### config.mk
export PLATFORM = sky130hd
export DESIGN_NAME = dac_sample_scheduler_flat
export DESIGN_NICKNAME = d
export VERILOG_FILES = /design/src/rtl/dac_sample_scheduler_pkg.sv /design/src/rtl/dac_sample_scheduler_if.sv /design/src/rtl/dac_sample_fifo.sv /design/src/rtl/dac_sample_scheduler.sv /design/src/flat_wrapper.sv
export SDC_FILE = /design/constraint.sdc
export NUM_CORES = 1
export LEC_CHECK = 0
export ABC_AREA = 1
export ABC_CLOCK_PERIOD_IN_PS = 2750
export CORE_MARGIN = 2
export CORE_UTILIZATION = 25
export CTS_CLUSTER_DIAMETER = 120
export DETAILED_ROUTE_END_ITERATION = 7
export GPL_TIMING_DRIVEN = 0
export PLACE_DENSITY = 0.44
export SLEW_MARGIN = 15
export SYNTH_ARGS = -nofsm -noshare
export SYNTH_HDL_FRONTEND = slang
export SYNTH_SLANG_ARGS = --single-unit
### constraint.sdc
create_clock -name CLOCK_50 -period 2.75 [get_ports CLOCK_50]
set_input_delay 0.4125 -clock CLOCK_50 [delete_from_list [all_inputs] [get_ports CLOCK_50]]
set_output_delay 0.4125 -clock CLOCK_50 [all_outputs]
set_load 0.01 [all_outputs]
### src/rtl/dac_sample_scheduler_pkg.sv
// Shared types and helpers for the DAC sample scheduler.
// The optional statistics counters are enabled by defining DAC_SCHED_STATS_EN.
package dac_sched_pkg;

    localparam int SAMPLE_W = 32;

    typedef enum logic [1:0] {
        IDLE  = 2'd0,
        PRIME = 2'd1,
        RUN   = 2'd2
    } sched_state_e;

    // Last count value of the sample-period counter (period is clk_freq/sample_rate cycles).
    function automatic int tick_terminal(input int clk_freq, input int sample_rate);
        return (clk_freq / sample_rate) - 1;
    endfunction

    function automatic int level_w(input int depth);
        return $clog2(depth) + 1;
    endfunction

endpackage

### src/rtl/dac_sample_scheduler_if.sv
// Producer/DAC-side bus of the sample scheduler; stats signals exist only
// when DAC_SCHED_STATS_EN is defined.
interface dac_sample_scheduler_if #(
    parameter int NUM_REQ    = 2,
    parameter int FIFO_DEPTH = 8
);
    logic                                             enable;
    logic [NUM_REQ-1:0]                               req_valid;
    logic [NUM_REQ-1:0][dac_sched_pkg::SAMPLE_W-1:0]  req_data;
    logic [NUM_REQ-1:0]                               req_ready;
    logic [dac_sched_pkg::SAMPLE_W-1:0]               dac_sample;
    logic                                             dac_strobe;
    logic                                             underrun;
    logic [dac_sched_pkg::level_w(FIFO_DEPTH)-1:0]    fifo_level;
`ifdef DAC_SCHED_STATS_EN
    logic [15:0]                                      underrun_count;
    logic [31:0]                                      sample_count;
`endif

    modport slave (
        input  enable, req_valid, req_data,
`ifdef DAC_SCHED_STATS_EN
        output underrun_count, sample_count,
`endif
        output req_ready, dac_sample, dac_strobe, underrun, fifo_level
    );

    modport master (
        output enable, req_valid, req_data,
`ifdef DAC_SCHED_STATS_EN
        input  underrun_count, sample_count,
`endif
        input  req_ready, dac_sample, dac_strobe, underrun, fifo_level
    );

endinterface

### src/rtl/dac_sample_fifo.sv
// Synchronous sample FIFO with occupancy count; no push-to-pop bypass.
// Depth must be a power of two so the pointers wrap naturally.
module dac_sample_fifo #(
    parameter int DEPTH = 8,
    parameter int WIDTH = 32
) (
    input  logic                     clk,
    input  logic                     rst,
    input  logic                     push,
    input  logic [WIDTH-1:0]         push_data,
    input  logic                     pop,
    output logic [WIDTH-1:0]         head,
    output logic                     full,
    output logic                     empty,
    output logic [$clog2(DEPTH):0]   level
);
    localparam int AW = $clog2(DEPTH);
    localparam int LW = AW + 1;

    logic [WIDTH-1:0] mem_q [DEPTH];
    logic [AW-1:0]    wr_ptr_q, wr_ptr_d;
    logic [AW-1:0]    rd_ptr_q, rd_ptr_d;
    logic [LW-1:0]    level_q, level_d;
    logic             push_ok, pop_ok;

    assign full    = (level_q == LW'(DEPTH));
    assign empty   = (level_q == '0);
    assign push_ok = push && !full;
    assign pop_ok  = pop && !empty;
    assign head    = mem_q[rd_ptr_q];
    assign level   = level_q;

    always_comb begin
        wr_ptr_d = wr_ptr_q + AW'(push_ok);
        rd_ptr_d = rd_ptr_q + AW'(pop_ok);
        level_d  = level_q + LW'(push_ok) - LW'(pop_ok);
    end

    always_ff @(posedge clk or posedge rst) begin
        if (rst) begin
            wr_ptr_q <= '0;
            rd_ptr_q <= '0;
            level_q  <= '0;
        end else begin
            wr_ptr_q <= wr_ptr_d;
            rd_ptr_q <= rd_ptr_d;
            level_q  <= level_d;
        end
    end

    // Storage needs no reset: the pointers alone define what is valid.
    always_ff @(posedge clk) begin
        if (push_ok) mem_q[wr_ptr_q] <= push_data;
    end

endmodule

### src/rtl/dac_sample_scheduler.sv
// Round-robin producer arbiter, sample FIFO and rate-paced prime/run player
// feeding the DAC writer. Define DAC_SCHED_STATS_EN for underrun/sample counters.
module dac_sample_scheduler
    import dac_sched_pkg::*;
#(
    parameter int CLK_Freq    = 50_000_000,
    parameter int SAMPLE_RATE = 4_000,
    parameter int NUM_REQ     = 2,
    parameter int FIFO_DEPTH  = 8,
    parameter int PRIME_LEVEL = 4
) (
    input  logic                    CLOCK_50,
    input  logic                    reset,
    dac_sample_scheduler_if.slave   bus
);
    localparam int LW   = level_w(FIFO_DEPTH);
    localparam int PW   = (NUM_REQ > 1) ? $clog2(NUM_REQ) : 1;
    localparam int TERM = tick_terminal(CLK_Freq, SAMPLE_RATE);
    localparam int CW   = (TERM > 0) ? $clog2(TERM + 1) : 1;

    sched_state_e          state_q, state_d;
    logic [PW-1:0]         rr_ptr_q, rr_ptr_d;
    logic [CW-1:0]         tick_cnt_q, tick_cnt_d;
    logic [SAMPLE_W-1:0]   sample_q, sample_d;
    logic                  strobe_q, strobe_d;
    logic                  underrun_q, underrun_d;

    logic [NUM_REQ-1:0]    req_ready;
    logic [PW-1:0]         grant_idx;
    logic                  grant_vld;
    int                    arb_idx;
    logic                  push, pop, full, empty, tick;
    logic [SAMPLE_W-1:0]   head;
    logic [LW-1:0]         level;

    // First valid requester at or after the pointer; nothing granted while full.
    always_comb begin
        grant_idx = '0;
        grant_vld = 1'b0;
        arb_idx   = 0;
        for (int i = 0; i < NUM_REQ; i++) begin
            arb_idx = int'(rr_ptr_q) + i;
            if (arb_idx >= NUM_REQ) arb_idx = arb_idx - NUM_REQ;
            if (!grant_vld && bus.req_valid[arb_idx]) begin
                grant_vld = 1'b1;
                grant_idx = PW'(arb_idx);
            end
        end
        if (full) grant_vld = 1'b0;
        for (int i = 0; i < NUM_REQ; i++) begin
            req_ready[i] = grant_vld && (grant_idx == PW'(i));
        end
    end

    assign push = grant_vld;

    always_comb begin
        rr_ptr_d = rr_ptr_q;
        if (push) rr_ptr_d = (grant_idx == PW'(NUM_REQ - 1)) ? '0 : grant_idx + PW'(1);
    end

    dac_sample_fifo #(
        .DEPTH (FIFO_DEPTH),
        .WIDTH (SAMPLE_W)
    ) u_fifo (
        .clk       (CLOCK_50),
        .rst       (reset),
        .push      (push),
        .push_data (bus.req_data[grant_idx]),
        .pop       (pop),
        .head      (head),
        .full      (full),
        .empty     (empty),
        .level     (level)
    );

    assign tick = (state_q == RUN) && (tick_cnt_q == CW'(TERM));

    always_comb begin
        state_d    = state_q;
        tick_cnt_d = '0;
        sample_d   = sample_q;
        strobe_d   = 1'b0;
        underrun_d = 1'b0;
        pop        = 1'b0;
        case (state_q)
            IDLE: begin
                if (bus.enable) state_d = PRIME;
            end
            PRIME: begin
                if (!bus.enable)                     state_d = IDLE;
                else if (level >= LW'(PRIME_LEVEL))  state_d = RUN;
            end
            RUN: begin
                // Disable wins over a tick landing in the same cycle.
                if (!bus.enable) begin
                    state_d = IDLE;
                end else if (tick) begin
                    if (!empty) begin
                        pop      = 1'b1;
                        sample_d = head;
                        strobe_d = 1'b1;
                    end else begin
                        underrun_d = 1'b1;
                        state_d    = PRIME;
                    end
                end else begin
                    tick_cnt_d = tick_cnt_q + CW'(1);
                end
            end
            default: state_d = IDLE;
        endcase
    end

    always_ff @(posedge CLOCK_50 or posedge reset) begin
        if (reset) begin
            state_q    <= IDLE;
            rr_ptr_q   <= '0;
            tick_cnt_q <= '0;
            sample_q   <= '0;
            strobe_q   <= 1'b0;
            underrun_q <= 1'b0;
        end else begin
            state_q    <= state_d;
            rr_ptr_q   <= rr_ptr_d;
            tick_cnt_q <= tick_cnt_d;
            sample_q   <= sample_d;
            strobe_q   <= strobe_d;
            underrun_q <= underrun_d;
        end
    end

    assign bus.req_ready  = req_ready;
    assign bus.dac_sample = sample_q;
    assign bus.dac_strobe = strobe_q;
    assign bus.underrun   = underrun_q;
    assign bus.fifo_level = level;

`ifdef DAC_SCHED_STATS_EN
    logic [15:0] urun_cnt_q, urun_cnt_d;
    logic [31:0] smp_cnt_q, smp_cnt_d;

    always_comb begin
        urun_cnt_d = urun_cnt_q;
        smp_cnt_d  = smp_cnt_q;
        if (underrun_q && (urun_cnt_q != 16'hFFFF)) urun_cnt_d = urun_cnt_q + 16'd1;
        if (strobe_q) smp_cnt_d = smp_cnt_q + 32'd1;
    end

    always_ff @(posedge CLOCK_50 or posedge reset) begin
        if (reset) begin
            urun_cnt_q <= '0;
            smp_cnt_q  <= '0;
        end else begin
            urun_cnt_q <= urun_cnt_d;
            smp_cnt_q  <= smp_cnt_d;
        end
    end

    assign bus.underrun_count = urun_cnt_q;
    assign bus.sample_count   = smp_cnt_q;
`endif

endmodule

### src/flat_wrapper.sv
// flat-port wrapper written by rule: the top's interface ports become plain ports
module dac_sample_scheduler_flat import dac_sched_pkg::*;
#(
    parameter int CLK_Freq    = 50_000_000,
    parameter int SAMPLE_RATE = 4_000,
    parameter int NUM_REQ     = 2,
    parameter int FIFO_DEPTH  = 8,
    parameter int PRIME_LEVEL = 4
)
  (CLOCK_50, reset, bus_enable, bus_req_valid, bus_req_data, bus_req_ready, bus_dac_sample, bus_dac_strobe, bus_underrun, bus_fifo_level);
  dac_sample_scheduler_if #(.NUM_REQ(NUM_REQ), .FIFO_DEPTH(FIFO_DEPTH)) bus_i ();
  input  logic CLOCK_50;
  input  logic reset;
  input wire logic [$bits(bus_i.enable)-1:0] bus_enable;
  input wire logic [$bits(bus_i.req_valid)-1:0] bus_req_valid;
  input wire logic [$bits(bus_i.req_data)-1:0] bus_req_data;
  output wire logic [$bits(bus_i.req_ready)-1:0] bus_req_ready;
  output wire logic [$bits(bus_i.dac_sample)-1:0] bus_dac_sample;
  output wire logic [$bits(bus_i.dac_strobe)-1:0] bus_dac_strobe;
  output wire logic [$bits(bus_i.underrun)-1:0] bus_underrun;
  output wire logic [$bits(bus_i.fifo_level)-1:0] bus_fifo_level;
  assign bus_i.enable = bus_enable;
  assign bus_i.req_valid = bus_req_valid;
  assign bus_i.req_data = bus_req_data;
  assign bus_req_ready = bus_i.req_ready;
  assign bus_dac_sample = bus_i.dac_sample;
  assign bus_dac_strobe = bus_i.dac_strobe;
  assign bus_underrun = bus_i.underrun;
  assign bus_fifo_level = bus_i.fifo_level;
  dac_sample_scheduler #(.CLK_Freq(CLK_Freq), .SAMPLE_RATE(SAMPLE_RATE), .NUM_REQ(NUM_REQ), .FIFO_DEPTH(FIFO_DEPTH), .PRIME_LEVEL(PRIME_LEVEL)) u_core (.CLOCK_50(CLOCK_50), .reset(reset), .bus(bus_i));
endmodule
==> run metrics <==
count of flip-flops with a built-in enable after synthesis=256; most repeated cell in the gate-level netlist after synthesis=sky130_fd_sc_hd__nand2_1; CP required=2.99 ns; relative contribution of the clock network to total power=35.0%; cell count of the worst reg-to-reg path=8; global-route track usage on met2=23.6%; endpoints failing hold=0; buffer and inverter count on the worst path=3; outcome=finished, final reports clean; Reg clk slew, reported paths=0.06 ns; Top delay family on crit path=simple AND/OR/NAND/NOR gates; clock tree buffer depth=3; slowest stage delay, CP=0.57 ns; unrepaired setup endpoints after global routing=false; internal power summed over all cells=9.90 mW; net count reported at finish=1590; switching portion of total power=27.5%; final core area utilization=31.7%; TritonCTS clock tree=built; destination of the critical timing path=u_core.u_fifo.mem_q[4][20]$_DFFE_PP_; Setup violations, final=0; HP Class=input pin to asynchronous set/reset pin; fraction of registers with async set or reset after synthesis=19.2%; beginning of the worst register-to-register path=u_core.u_fifo.level[2]$_DFF_PP0_; max-slew headroom at the worst pin=44.8%; final-report max-slew violation count=0; arrival time worst endpoint=2.81 ns; Worst Setup SP=u_core.u_fifo.level[2]$_DFF_PP0_; Net Sw Power=3.76 mW; Clock Root Buffer=sky130_fd_sc_hd__clkbuf_16; cell at the slowest stage of the critical path=sky130_fd_sc_hd__nor2_4; nature of the critical path startpoint=flip-flop; global placement routability congestion=0.747; number of global-route vias before repair=9150; Cell Chain, Critical Path=inv_1, ha_1, nor3b_2, nor2_2, inv_1, or2_2, nor2_4, buf_12; clock skew after layout=0.0235 ns; Worst R2R End=u_core.u_fifo.mem_q[4][20]$_DFFE_PP_; cell count after synthesis=1343; Least-Margin Pin Slew=0.828 ns; vias after detailed routing=9637; Starting Density=25.2%; number of vias per cell after detailed routing=4.30; r2r setup slk=0.18 ns; maxcap violations=0; met3 usage in global routing=2.76%; DIE HEIGHT=239 um; top fanout value on the critical path=19; share of final-layout standard cells stronger than drive strength 1=10.6%; maximum VDD drop=0.384 mV; DR DRC count=0; sequential fraction of design power=47.8%; DRT iter0 DRCs=682; cts bufs inserted=38; count of standard-cell rows=86; area of the placeable core=54800 um2; number of levels in the clock H-tree=2; initial antenna violation count=0; leading post-synthesis cells by cell area=sky130_fd_sc_hd__edfxtp_1 56%, sky130_fd_sc_hd__nand2_1 14%, sky130_fd_sc_hd__dfrtp_1 11%, sky130_fd_sc_hd__nor2_1 3.7%, sky130_fd_sc_hd__nand3_1 3.5%; library cell with the largest summed area after synthesis=sky130_fd_sc_hd__edfxtp_1; Max Fclk=0.389 GHz; synth unique cells=37; synthesized-area fraction occupied by and/or/nand/nor cells=23.8%; Synth Area in XOR/XNOR=0.381%; portion of the post-synthesis area used by sequential elements=66.8%; most frequent cell on the critical path=sky130_fd_sc_hd__inv_1; Clock Latency Late Sink=0.56 ns; Final Total Pwr=13.7 mW; ports placed on the boundary=109; pin count of the biggest net entering global routing=46; number of detailed-routing iterations run before antenna repair=5; post-route minimum period=2.57 ns; share of cell area taken by muxes after synthesis=0%; fill count=5602; dominant combinational cell family by area after synthesis=simple AND/OR/NAND/NOR gates; fraction of the cycle the final worst path needs=93.4%; dpl cells=2166; width of the die=239 um; post-synthesis instance area=13800 um2; Layout Area Growth over Synthesis=25.9%; worst slack on hold paths=0.193 ns; Crit path depth=8; antenna diode count=0; leakage component of the power=7.13 nW; total global routing overflow=0; Antenna Nets Post-Route=0; kind of end point of the critical path=flip-flop; prevailing post-synth register cell=sky130_fd_sc_hd__edfxtp_1; warning count from the yosys run=0; adder and majority gate portion of the synthesized area=1.14%; per-cell routed wire length=18.4 um; met1 global-route usage=20.4%; mean cell area of the mapped netlist=10.3 um2; most utilized layer in the global route result=met2; share of Yosys cell area claimed by the top area cell type=55.7%; Seq cells post-synth=317; combinational group share of total power=17.3%; HPWL after DPL=26700 um; nets in the synthesized netlist=1424; critical path start-end classification=flip-flop to flip-flop; Synth Area in Compound Gates=2.18%; Post-Layout Cell Count=2243; commonest cells in the synthesized netlist=513 x sky130_fd_sc_hd__nand2_1, 256 x sky130_fd_sc_hd__edfxtp_1, 135 x sky130_fd_sc_hd__nor2_1, 97 x sky130_fd_sc_hd__inv_1, 96 x sky130_fd_sc_hd__nand3_1; total wirelength of the detailed-routed design=41300 um; Post-CTS Hold Fix Bufs=0; clock sinks=317; GRT Util Overall=14.6%; first-pass GRT wire length=60600 um; count of buffers from port buffering=108; power per cell area=786 nW/um2; area of the die=57100 um2
==> area by class of cell <==
| class | count | area [um2] | share of cell area, % |
|---|---|---|---|
| flip-flops and latches | 317 | 9210 | 53.1 |
| multi-input cells | 862 | 3870 | 22.3 |
| repair buffers | 126 | 1440 | 8.29 |
| clock buffers | 52 | 1010 | 5.84 |
| well taps | 704 | 881 | 5.07 |
| plain buffers | 60 | 400 | 2.31 |
| inverters | 104 | 398 | 2.29 |
| clock inverters | 18 | 153 | 0.879 |
==> how the worst min path moves through the flow <==
stage | start | end | slack (ns) | depth (start not counted)
2_1_floorplan | u_core.rr_ptr_q$_DFFE_PP0P_ | u_core.rr_ptr_q$_DFFE_PP0P_ | 0.45 | 2
3_3_place_gp | u_core.bus.dac_sample[12]$_DFFE_PP0P_ | u_core.bus.dac_sample[12]$_DFFE_PP0P_ | 0.47 | 2
3_5_place_dp | u_core.bus.dac_sample[4]$_DFFE_PP0P_ | u_core.bus.dac_sample[4]$_DFFE_PP0P_ | 0.47 | 2
4_1_cts | reset | u_core.bus.dac_sample[7]$_DFFE_PP0P_ | 0.18 | 2
5_1_grt | reset | u_core.bus.dac_sample[7]$_DFFE_PP0P_ | 0.21 | 2
6_report | reset | u_core.rr_ptr_q$_DFFE_PP0P_ | 0.19 | 2
==> layout by cell type, fill, tap and decap left out, types with 2 or more instances in the layout <==
cell type | netlist | final
sky130_fd_sc_hd__buf_6 | 10 | 10
sky130_fd_sc_hd__o21ai_0 | 37 | 37
sky130_fd_sc_hd__buf_2 | 22 | 21
sky130_fd_sc_hd__nand2_4 | 1 | 2
sky130_fd_sc_hd__o21ai_1 | 3 | 3
sky130_fd_sc_hd__edfxtp_1 | 256 | 256
sky130_fd_sc_hd__nand2_1 | 513 | 512
sky130_fd_sc_hd__clkinv_1 | 1 | 5
sky130_fd_sc_hd__nor3_1 | 5 | 5
sky130_fd_sc_hd__buf_4 | 10 | 15
sky130_fd_sc_hd__nand2_2 | 4 | 4
sky130_fd_sc_hd__o211ai_1 | 7 | 7
sky130_fd_sc_hd__nand3_2 | 11 | 11
sky130_fd_sc_hd__inv_6 | 0 | 2
sky130_fd_sc_hd__a21oi_1 | 5 | 5
sky130_fd_sc_hd__clkbuf_1 | 14 | 26
sky130_fd_sc_hd__nor2_1 | 135 | 126
sky130_fd_sc_hd__ha_1 | 11 | 11
sky130_fd_sc_hd__or2_1 | 10 | 10
sky130_fd_sc_hd__xor2_1 | 4 | 4
sky130_fd_sc_hd__inv_2 | 6 | 6
sky130_fd_sc_hd__nor2_4 | 4 | 12
sky130_fd_sc_hd__buf_16 | 0 | 6
sky130_fd_sc_hd__bufinv_16 | 0 | 2
sky130_fd_sc_hd__nand3_1 | 96 | 96
sky130_fd_sc_hd__nor2_2 | 5 | 6
sky130_fd_sc_hd__clkinv_2 | 0 | 8
sky130_fd_sc_hd__clkdlybuf4s50_1 | 0 | 107
sky130_fd_sc_hd__clkbuf_16 | 0 | 38
sky130_fd_sc_hd__dfrtp_1 | 61 | 61
sky130_fd_sc_hd__o21bai_1 | 3 | 3
sky130_fd_sc_hd__buf_12 | 1 | 9
sky130_fd_sc_hd__xnor2_1 | 2 | 2
sky130_fd_sc_hd__inv_1 | 97 | 96
==> cell families (layout without fill, tap and decap cells) <==
kind of cell    after synthesis  in the layout
compound gates               55             55
xor+xnor                      6              6
fa+ha+maj                    12             12
buf+inv                     164            360
flops                       317            317
simple gates                789            789
==> state kept, by name, indices dropped and copies added (netlist names) <==
name                    flops
u_core.bus.dac_sample      32
u_core.u_fifo.rd_ptr_q      3
u_core.rr_ptr_q             1
u_core.state_q              2
u_core.bus.dac_strobe       1
u_core.u_fifo.mem_q       256
u_core.u_fifo.wr_ptr_q      3
u_core.u_fifo.level         4
u_core.bus.underrun         1
u_core.tick_cnt_q          14
==> per-layer routing <==
metal	vias to the layer above	wire length, um
met2	225	19000
met1	4654	19500
met4	0	747
met5	-	0
li1	4709	-
met3	49	2100
==> per-stage QoR <==
step                      worst slack [ns]  instance area [um2]  TNS (ns)
after floorplan                     -0.370                13800    -47.33
after global placement               -2.53                15800   -568.30
after detailed placement            -0.700                16100    -79.23
after CTS                           0.0409                17300         0
after global routing                0.0394                17400         0
final                                0.181                17400         0
==> power by group through the flow <==
stage / combinational (mW) / clock (mW) / sequential [mW]
finish: 2.36 / 4.77 / 6.52
global route: 2.62 / 5.09 / 6.60
CTS: 2.33 / 4.91 / 6.52
detailed placement: 2.31 / 0 / 6.62
global placement: 1.95 / 0 / 6.68
floorplan: 1.14 / 0 / 6.61
==> repair_timing <==
item	4_1_cts	5_1_grt
buffers inserted	2	5
setup endpoints to repair	27	36
pin swaps	2	2
gates cloned	0	0
resized for setup	7	3
Power figures use the tool's default switching activity.
